--- src/rtl/jericalla_sequencer.sv ---
// Jericalla program sequencer: buffers up to PROG_DEPTH instruction words and
// issues each one as a masked settle cycle followed by a commit cycle.
module jericalla_sequencer #(
  parameter int PROG_DEPTH = 16,
  parameter int PTR_W      = 4,
  parameter int INSTR_W    = 17
) (
  input  logic               clk,
  input  logic               rst,
  input  logic               load_valid,
  output logic               load_ready,
  input  logic [INSTR_W-1:0] load_instr,
  input  logic               clear,
  input  logic               start,
  input  logic               abort,
  output logic               busy,
  output logic               done,
  output logic               aborted,
  output logic [PTR_W:0]     prog_len,
  output logic [PTR_W-1:0]   pc,
  output logic [INSTR_W-1:0] instruction
);

  typedef enum logic [1:0] {IDLE, SETTLE, COMMIT, FINISH} state_t;

  localparam logic [PTR_W:0]   DEPTH_L = PROG_DEPTH[PTR_W:0];
  localparam logic [PTR_W:0]   LEN_ONE = {{PTR_W{1'b0}}, 1'b1};
  localparam logic [PTR_W-1:0] PC_ONE  = {{(PTR_W-1){1'b0}}, 1'b1};

  state_t             state_q, state_d;
  logic [PTR_W:0]     prog_len_q, prog_len_d;
  logic [PTR_W-1:0]   pc_q, pc_d;
  logic [INSTR_W-1:0] instr_q, instr_d;
  logic               abrt_q, abrt_d;
  logic [INSTR_W-1:0] prog_q [PROG_DEPTH];

  logic               accept;
  logic [PTR_W:0]     run_len;
  logic [PTR_W-1:0]   last_pc;
  logic [INSTR_W-1:0] first_word;
  logic [INSTR_W-1:0] cur_word;
  logic [INSTR_W-1:0] nxt_word;

  // Load handshake, effective run length and the words feeding the issue mux.
  // A word loaded in the same cycle as start is forwarded straight to slot 0.
  always_comb begin
    load_ready = (state_q == IDLE) && (prog_len_q != DEPTH_L) && !clear;
    accept     = load_valid && load_ready;
    run_len    = clear ? '0 : (accept ? prog_len_q + LEN_ONE : prog_len_q);
    last_pc    = prog_len_q[PTR_W-1:0] - PC_ONE;
    first_word = (accept && prog_len_q == '0) ? load_instr : prog_q[0];
    cur_word   = prog_q[pc_q];
    nxt_word   = prog_q[pc_q + PC_ONE];
  end

  // Next-state logic; instruction is computed one cycle ahead and registered.
  always_comb begin
    state_d    = state_q;
    prog_len_d = prog_len_q;
    pc_d       = pc_q;
    instr_d    = '0;
    abrt_d     = abrt_q;
    unique case (state_q)
      IDLE: begin
        abrt_d = 1'b0;
        if (clear)       prog_len_d = '0;
        else if (accept) prog_len_d = prog_len_q + LEN_ONE;
        if (start) begin
          if (run_len != '0) begin
            state_d = SETTLE;
            pc_d    = '0;
            instr_d = {first_word[INSTR_W-1:1], 1'b0};
          end else begin
            state_d = FINISH;
          end
        end
      end
      SETTLE: begin
        if (abort) begin
          state_d = FINISH;
          abrt_d  = 1'b1;
        end else begin
          state_d = COMMIT;
          instr_d = cur_word;
        end
      end
      COMMIT: begin
        if (abort) begin
          state_d = FINISH;
          abrt_d  = 1'b1;
        end else if (pc_q == last_pc) begin
          state_d = FINISH;
        end else begin
          state_d = SETTLE;
          pc_d    = pc_q + PC_ONE;
          instr_d = {nxt_word[INSTR_W-1:1], 1'b0};
        end
      end
      FINISH: begin
        state_d = IDLE;
      end
      default: state_d = IDLE;
    endcase
  end

  // Control state register with synchronous reset.
  always_ff @(posedge clk) begin
    if (rst) begin
      state_q    <= IDLE;
      prog_len_q <= '0;
      pc_q       <= '0;
      instr_q    <= '0;
      abrt_q     <= 1'b0;
    end else begin
      state_q    <= state_d;
      prog_len_q <= prog_len_d;
      pc_q       <= pc_d;
      instr_q    <= instr_d;
      abrt_q     <= abrt_d;
    end
  end

  // Program buffer write; contents need no reset.
  always_ff @(posedge clk) begin
    if (!rst && accept && !clear) prog_q[prog_len_q[PTR_W-1:0]] <= load_instr;
  end

  assign busy        = (state_q != IDLE);
  assign done        = (state_q == FINISH) && !abrt_q;
  assign aborted     = (state_q == FINISH) && abrt_q;
  assign prog_len    = prog_len_q;
  assign pc          = pc_q;
  assign instruction = instr_q;

endmodule

--- config.mk ---
export PLATFORM = sky130hd
export DESIGN_NAME = jericalla_sequencer
export DESIGN_NICKNAME = d
export VERILOG_FILES = /design/src/rtl/jericalla_sequencer.sv
export SDC_FILE = /design/constraint.sdc
export NUM_CORES = 1
export LEC_CHECK = 0
export ABC_AREA = 1
export CAP_MARGIN = 10
export CORE_ASPECT_RATIO = 0.9
export CORE_UTILIZATION = 66
export DETAILED_ROUTE_END_ITERATION = 10
export GPL_TIMING_DRIVEN = 0
export PLACE_DENSITY = 0.85
export SLEW_MARGIN = 20
export SYNTH_ARGS = -nofsm -noshare
export SYNTH_HDL_FRONTEND = slang
export SYNTH_SLANG_ARGS = --single-unit
--- constraint.sdc ---
create_clock -name clk -period 7.8 [get_ports clk]
set_clock_uncertainty 0.1 [all_clocks]
set_input_delay 0.78 -clock clk [delete_from_list [all_inputs] [get_ports clk]]
set_output_delay 0.78 -clock clk [all_outputs]
set_load 0.02 [all_outputs]
==> results of run 1 <==
-- routing by layer --
layer | vias to the layer above | track usage | wire [um]
li1 | 5854 | - | -
met4 | 2 | 0.309 | 3900
met5 | - | 0 | 18
met1 | 6405 | 0.593 | 17500
met3 | 337 | 0.167 | 9450
met2 | 1479 | 0.699 | 23900
-- how the worst min path moves through the flow --
stage | end | slack, ns | depth (start not counted)
final | state_q[1]$_SDFFE_PP0N_ | 0.43 | 2
after CTS | state_q[0]$_SDFFE_PP0N_ | 0.43 | 2
after detailed placement | state_q[1]$_SDFFE_PP0N_ | 0.42 | 2
after global placement | state_q[1]$_SDFFE_PP0N_ | 0.40 | 2
after global routing | state_q[1]$_SDFFE_PP0N_ | 0.46 | 2
after floorplan | state_q[1]$_SDFFE_PP0N_ | 0.37 | 2
-- power by group --
| group | internal, W | switching [W] | total [W] |
|---|---|---|---|
| registers | 0.00186 | 0.0000727 | 0.00194 |
| clock network | 0.000823 | 0.000630 | 0.00145 |
| logic | 0.00107 | 0.00269 | 0.00376 |
| total | 0.00376 | 0.00339 | 0.00715 |
-- registers in the layout, indices dropped and copies added, names as in the netlist, named ones only --
signal,flops
state_q,2
prog_len,5
prog_q,272
abrt_q,1
instruction,17
pc,4
-- synth_stat cells, drive strengths merged --
cell	instances	area, um^2
a21oi	204	1030
buf	73	418
clkbuf	41	154
clkinv	3	11.3
dfxtp	33	661
edfxtp	272	8170
ha	11	138
inv	140	526
nand2	192	728
nand3	225	1170
nand4	4	25.0
nor2	106	429
o211ai	91	683
o21a	1	7.51
o21ai	185	926
o221ai	2	17.5
o22ai	2	12.5
xnor2	5	51.3
xor2	3	45.1
-- worst max-delay path, stage by stage (launching register included) --
cell and delay (ns):
dfxtp_1 0.54, inv_2 0.13, ha_1 0.30, nand3_4 0.16, nand2_1 0.07, inv_1 0.05, clkdlybuf4s50_1 0.59
-- through the flow --
| step | cell area, um^2 | std cells |
|---|---|---|
| finish | 17300 | 2009 |
| detailed placement | 16300 | 1954 |
| global route | 17300 | 2009 |
| global placement | 16100 | 1942 |
| floorplan | 15200 | 1593 |
| CTS | 17300 | 2009 |
-- cell families (layout without fill, tap and decap cells) --
kind of cell	Yosys count	count (layout)
AO/OA/AOI/OAI	485	485
buffers and inverters	257	376
XOR/XNOR	8	8
flip-flops	305	305
AND/OR/NAND/NOR	527	527
adder cells (fa/ha/maj)	11	11
-- area by class of cell --
class | instances | area [um^2] | share of cell area
Buffer | 114 | 572 | 0.0331
Clock buffer | 45 | 858 | 0.0496
Inverter | 143 | 537 | 0.0310
Sequential cell | 305 | 8830 | 0.511
Tap cell | 297 | 372 | 0.0215
Multi-Input combinational cell | 1031 | 5320 | 0.308
Clock inverter | 10 | 104 | 0.00601
Timing Repair Buffer | 64 | 697 | 0.0403
==> summary.txt, run 1 <==
Residual DRC count = 0
Worst reg2reg startpoint = pc[0]$_SDFFE_PP0P_
Die X = 162 um
Cell Area, Synth = 0.0152 mm^2
CP required = 6.92 ns
Remaining antenna violation count after routing = 0
Synth Area in Compound Gates = 0.176
Share of cells above drive strength 1 = 0.0900
Reg-to-reg critical path endpoint = instruction[13]$_SDFF_PP0_
Endpoints failing hold = 0
Grt ovf = 0
Leak pwr = 6.24 nW
Crit path max fanout = 8
Post-layout nets = 1,723
Core area = 0.0225 mm^2
Max VDD drop = 0.227 mV
I/O Buffers = 52
XOR/XNOR Fraction of Synth Area = 0.00634
Setup crit end kind = primary output
Hold Crit Class = flop to flop
Clk_lat worst skew = 0.58 ns
WP data arrival = 2.42 ns
Routed WL = 54,800 um
Post-synthesis adder-cell area fraction = 0.00906
PwrDens = 414 mW/mm^2
Iter 0 DRT Violations = 2,675
Fill cells = 1,521
Largest net degree at the start of global routing = 18
RSZ-0062 raised after global routing = false
Simple-Gate Fraction of Synth Area = 0.155
Synth-to-layout area growth = 13.8%
Fin crit period = 3.30 ns
Syn Inst Count = 1,593
Final HPWL DP = 37,600 um
Critical path startpoint category = flop
H-tree depth = 1
Cell variety after synth = 32
Clock root buffer master = clkbuf_16
CP Class = flop to primary output
Post-CTS setup buffer count = 0
Final Cycle Share = 0.424
Rel. slew slack = 0.300
Drt pass-1 iters = 6
Post-synthesis net count = 1,627
Max Cap Viol = 0
Num rows = 52
N_diodes = 0
Global-route wire length before repair = 81,400 um
Routed len/inst = 27.3 um
Post-route total power = 0.00715 W
Most frequent cells in the layout = edfxtp_1, nand3_1, a21oi_1
GP Congestion = 1.02
Dpl ws = 4.46 ns
FMAX = 303 MHz
I/O pin count = 53
Synth Register Bits = 305
Final slew viol count = 0
Initial antenna violation count = 1
Initial core utilization = 0.675
TNS Setup = 0 ns
Vias in the first global route = 13,700
Internal reg-to-reg setup slack = 4.70 ns
Number of cells on the worst reg-to-reg path = 12
Num CTS Buffers = 30
Vias per inst = 7.01
Mux share of post-synthesis cell area = 0
Outcome = finished, final reports clean
Crit path from = prog_len[0]$_SDFFE_PP0N_
Largest family of logic cells by synthesized area = compound AO/OA/AOI/OAI gates
CTS tree = yes
Finished Core Util = 0.768
Gr usage total = 0.474
Worst slew pin tran = 1.05 ns
Post-synthesis sequential area ratio = 0.581
Clk slew on worst S/H paths = 0.06 ns
CP endpoint = load_ready
Die Footprint = 0.0236 mm^2
Post-CTS Hold Fix Bufs = 0
Post-CTS resize count = 0
Yosys warning count = 0
Count of final setup violators = 0
Clk sinks = 305
Syn avg cell area = 9.54 um^2
Commonest non-fill, non-tap cell in the layout = edfxtp_1
Post-route setup slack = 4.50 ns
Hold path start = state_q[1]$_SDFFE_PP0N_
DR vias = 14,100
Hold slack = 0.431 ns
Clock Tree Buf Depth = 3
Die height = 146 um
Note: power is estimated with default switching activity, not from simulation.
==> run 2: changes to the inputs <==
--- a/config.mk
+++ b/config.mk
@@ -8,10 +8,10 @@
 export ABC_AREA = 1
 export CAP_MARGIN = 10
 export CORE_ASPECT_RATIO = 0.9
-export CORE_UTILIZATION = 66
+export CORE_UTILIZATION = 56
 export DETAILED_ROUTE_END_ITERATION = 10
 export GPL_TIMING_DRIVEN = 0
-export PLACE_DENSITY = 0.85
+export PLACE_DENSITY = 0.77
 export SLEW_MARGIN = 20
 export SYNTH_ARGS = -nofsm -noshare
 export SYNTH_HDL_FRONTEND = slang
==> constraint.sdc (replaced) <==
create_clock -name clk -period 2.77 [get_ports clk]
set_clock_uncertainty 0.1 [all_clocks]
set_input_delay 0.277 -clock clk [delete_from_list [all_inputs] [get_ports clk]]
set_output_delay 0.277 -clock clk [all_outputs]
set_load 0.02 [all_outputs]
==> summary.txt, run 2 (synthesis gave the netlist of run 1 again) <==
Outcome = finished with violations
Failing checks = setup timing
Core area = 0.0263 mm^2
Routed WL = 55,200 um
CP required = 2.89 ns
Crit path from = prog_len[1]$_SDFFE_PP0N_
Initial core utilization = 0.577
Post-CTS Hold Fix Bufs = 0
Max VDD drop = 0.659 mV
Max Cap Viol = 0
Die height = 158 um
Count of final setup violators = 9
Critical path's largest stage delay = 0.58 ns
Rel. slew slack = 0.400
I/O pin count = 53
Most frequent cell on the critical path = nand3_4
Setup crit end kind = flop
Largest net degree at the start of global routing = 18
RSZ-0062 raised after global routing = true
Final HPWL DP = 38,000 um
Remaining antenna violation count after routing = 0
Crit path max fanout = 10
Gr usage total = 0.391
Worst path cell trace = inv_1 > ha_1 > nand3_4 > nand3_4 > inv_2 > nand3_1 > nor2_2 > buf_8
Critical path startpoint category = flop
Instance count on the critical path = 8
Vias in the first global route = 12,600
Max FFs per register = 272
H-tree depth = 2
Clock Tree Buf Depth = 3
Delay-heaviest family, CP = simple AND/OR/NAND/NOR gates
Hold Crit Class = input pin to flop
Dpl ws = -0.189 ns
Most frequent cells in the layout = edfxtp_1, nand3_1, a21oi_1
Residual DRC count = 0
Initial antenna violation count = 0
Post-route total power = 0.0208 W
Number of cells on the worst reg-to-reg path = 8
DR vias = 13,900
Placed cells = 2,005
Clock root buffer master = clkbuf_16
Drt pass-1 iters = 6
Post-layout nets = 1,742
Clk slew on worst S/H paths = 0.06 ns
Iter 0 DRT Violations = 2,583
Die X = 176 um
Clk_lat worst skew = 0.52 ns
CTS tree = yes
Final Instance Area = 0.0179 mm^2
Worst slew pin tran = 0.901 ns
Final Cycle Share = 1.00
GP Congestion = 1.01
Num rows = 56
Crit path buf inv count = 3
CP endpoint = prog_q[11][13]$_DFFE_PP_
Crit path max-delay cell type = nor2_2
Share of cells above drive strength 1 = 0.107
I/O Buffers = 52
Die Footprint = 0.0278 mm^2
Dpl cell area = 0.0164 mm^2
Fin crit period = 2.78 ns
Fin cells = 2,082
Post-route setup slack = -0.0101 ns
N_diodes = 0
Routed len/inst = 26.5 um
Hold slack = 0.379 ns
Leak pwr = 6.48 nW
Grt ovf = 0
Num CTS Buffers = 34
Global-route wire length before repair = 78,200 um
Commonest non-fill, non-tap cell in the layout = edfxtp_1
PwrDens = 1170 mW/mm^2
Clk sinks = 305
Reg-to-reg critical path endpoint = prog_q[11][13]$_DFFE_PP_
Synth-to-layout area growth = 17.5%
WP data arrival = 2.90 ns
CP Class = flop to flop
FMAX = 360 MHz
Worst reg2reg startpoint = prog_len[1]$_SDFFE_PP0N_
Final slew viol count = 0
Endpoints failing hold = 0
Vias per inst = 6.66
Internal reg-to-reg setup slack = -0.01 ns
==> run 2: changes by cell type in the layout (fill, tap and decap cells not counted), sizes merged <==
| cell | delta |
|---|---|
| clkbuf | +2 |
| clkinvlp | -1 |
| buf | +11 |
| clkinv | +7 |
| bufinv | +3 |
==> run 2: worst min-delay path, delay by kind of cell <==
kind                   cells  cell delay [ns]
AOI/OAI and AO/OA          1             0.16
buffers and inverters      1             0.45
and+or+nand+nor            1             0.06
==> run 2: through the flow <==
step	util	TNS (ns)
5_1_grt	0.678	-0.213
3_3_place_gp	0.613	-191.60
2_1_floorplan	-	0
3_5_place_dp	0.622	-6.12
6_report	0.678	-0.0372
4_1_cts	0.670	-3.09
==> run 2: repair_timing <==
action                     CTS  global route
buffers inserted             1            14
gates resized for setup     10            12
setup endpoints to repair  105           266
pin swaps                    1            10
hold endpoints to repair     0             0
==> run 2: cell type report <==
type / instances / area (um^2)
timing repair buffer: 79 / 901
clock buffer: 43 / 980
multi-input combinational: 1031 / 5380
tap: 348 / 435
fill: 2051 / 8480
sequential: 305 / 8830
clock inverter: 19 / 219
inverter: 143 / 537
buffer: 114 / 583
==> run 2: power breakdown <==
part	leakage, nW	internal, W	total (W)	switching, W
Combinational	3.18	0.00305	0.0105	0.00745
Sequential	2.72	0.00525	0.00544	0.000191
Clock	0.590	0.00298	0.00487	0.00189
==> run 2: worst min path at each step <==
| stage | start | endpoint | slack, ns | cells past startpoint |
|---|---|---|---|---|
| global placement | state_q[1]$_SDFFE_PP0N_ | state_q[1]$_SDFFE_PP0N_ | 0.41 | 2 |
| floorplan | rst | state_q[0]$_SDFFE_PP0N_ | 0.25 | 1 |
| CTS | rst | state_q[0]$_SDFFE_PP0N_ | 0.37 | 2 |
| finish | abort | abrt_q$_SDFFE_PP0P_ | 0.38 | 3 |
| detailed placement | state_q[1]$_SDFFE_PP0N_ | state_q[1]$_SDFFE_PP0N_ | 0.41 | 2 |
| global route | rst | state_q[1]$_SDFFE_PP0N_ | 0.39 | 2 |
==> run 2: metal layers <==
layer  vias up  GRT usage  wire length (um)
met3       200     0.0929              8070
li1       5924          -                 -
met1      6501      0.520             20000
met5         -          0                 0
met2      1246      0.595             24100
met4         0      0.212              3050
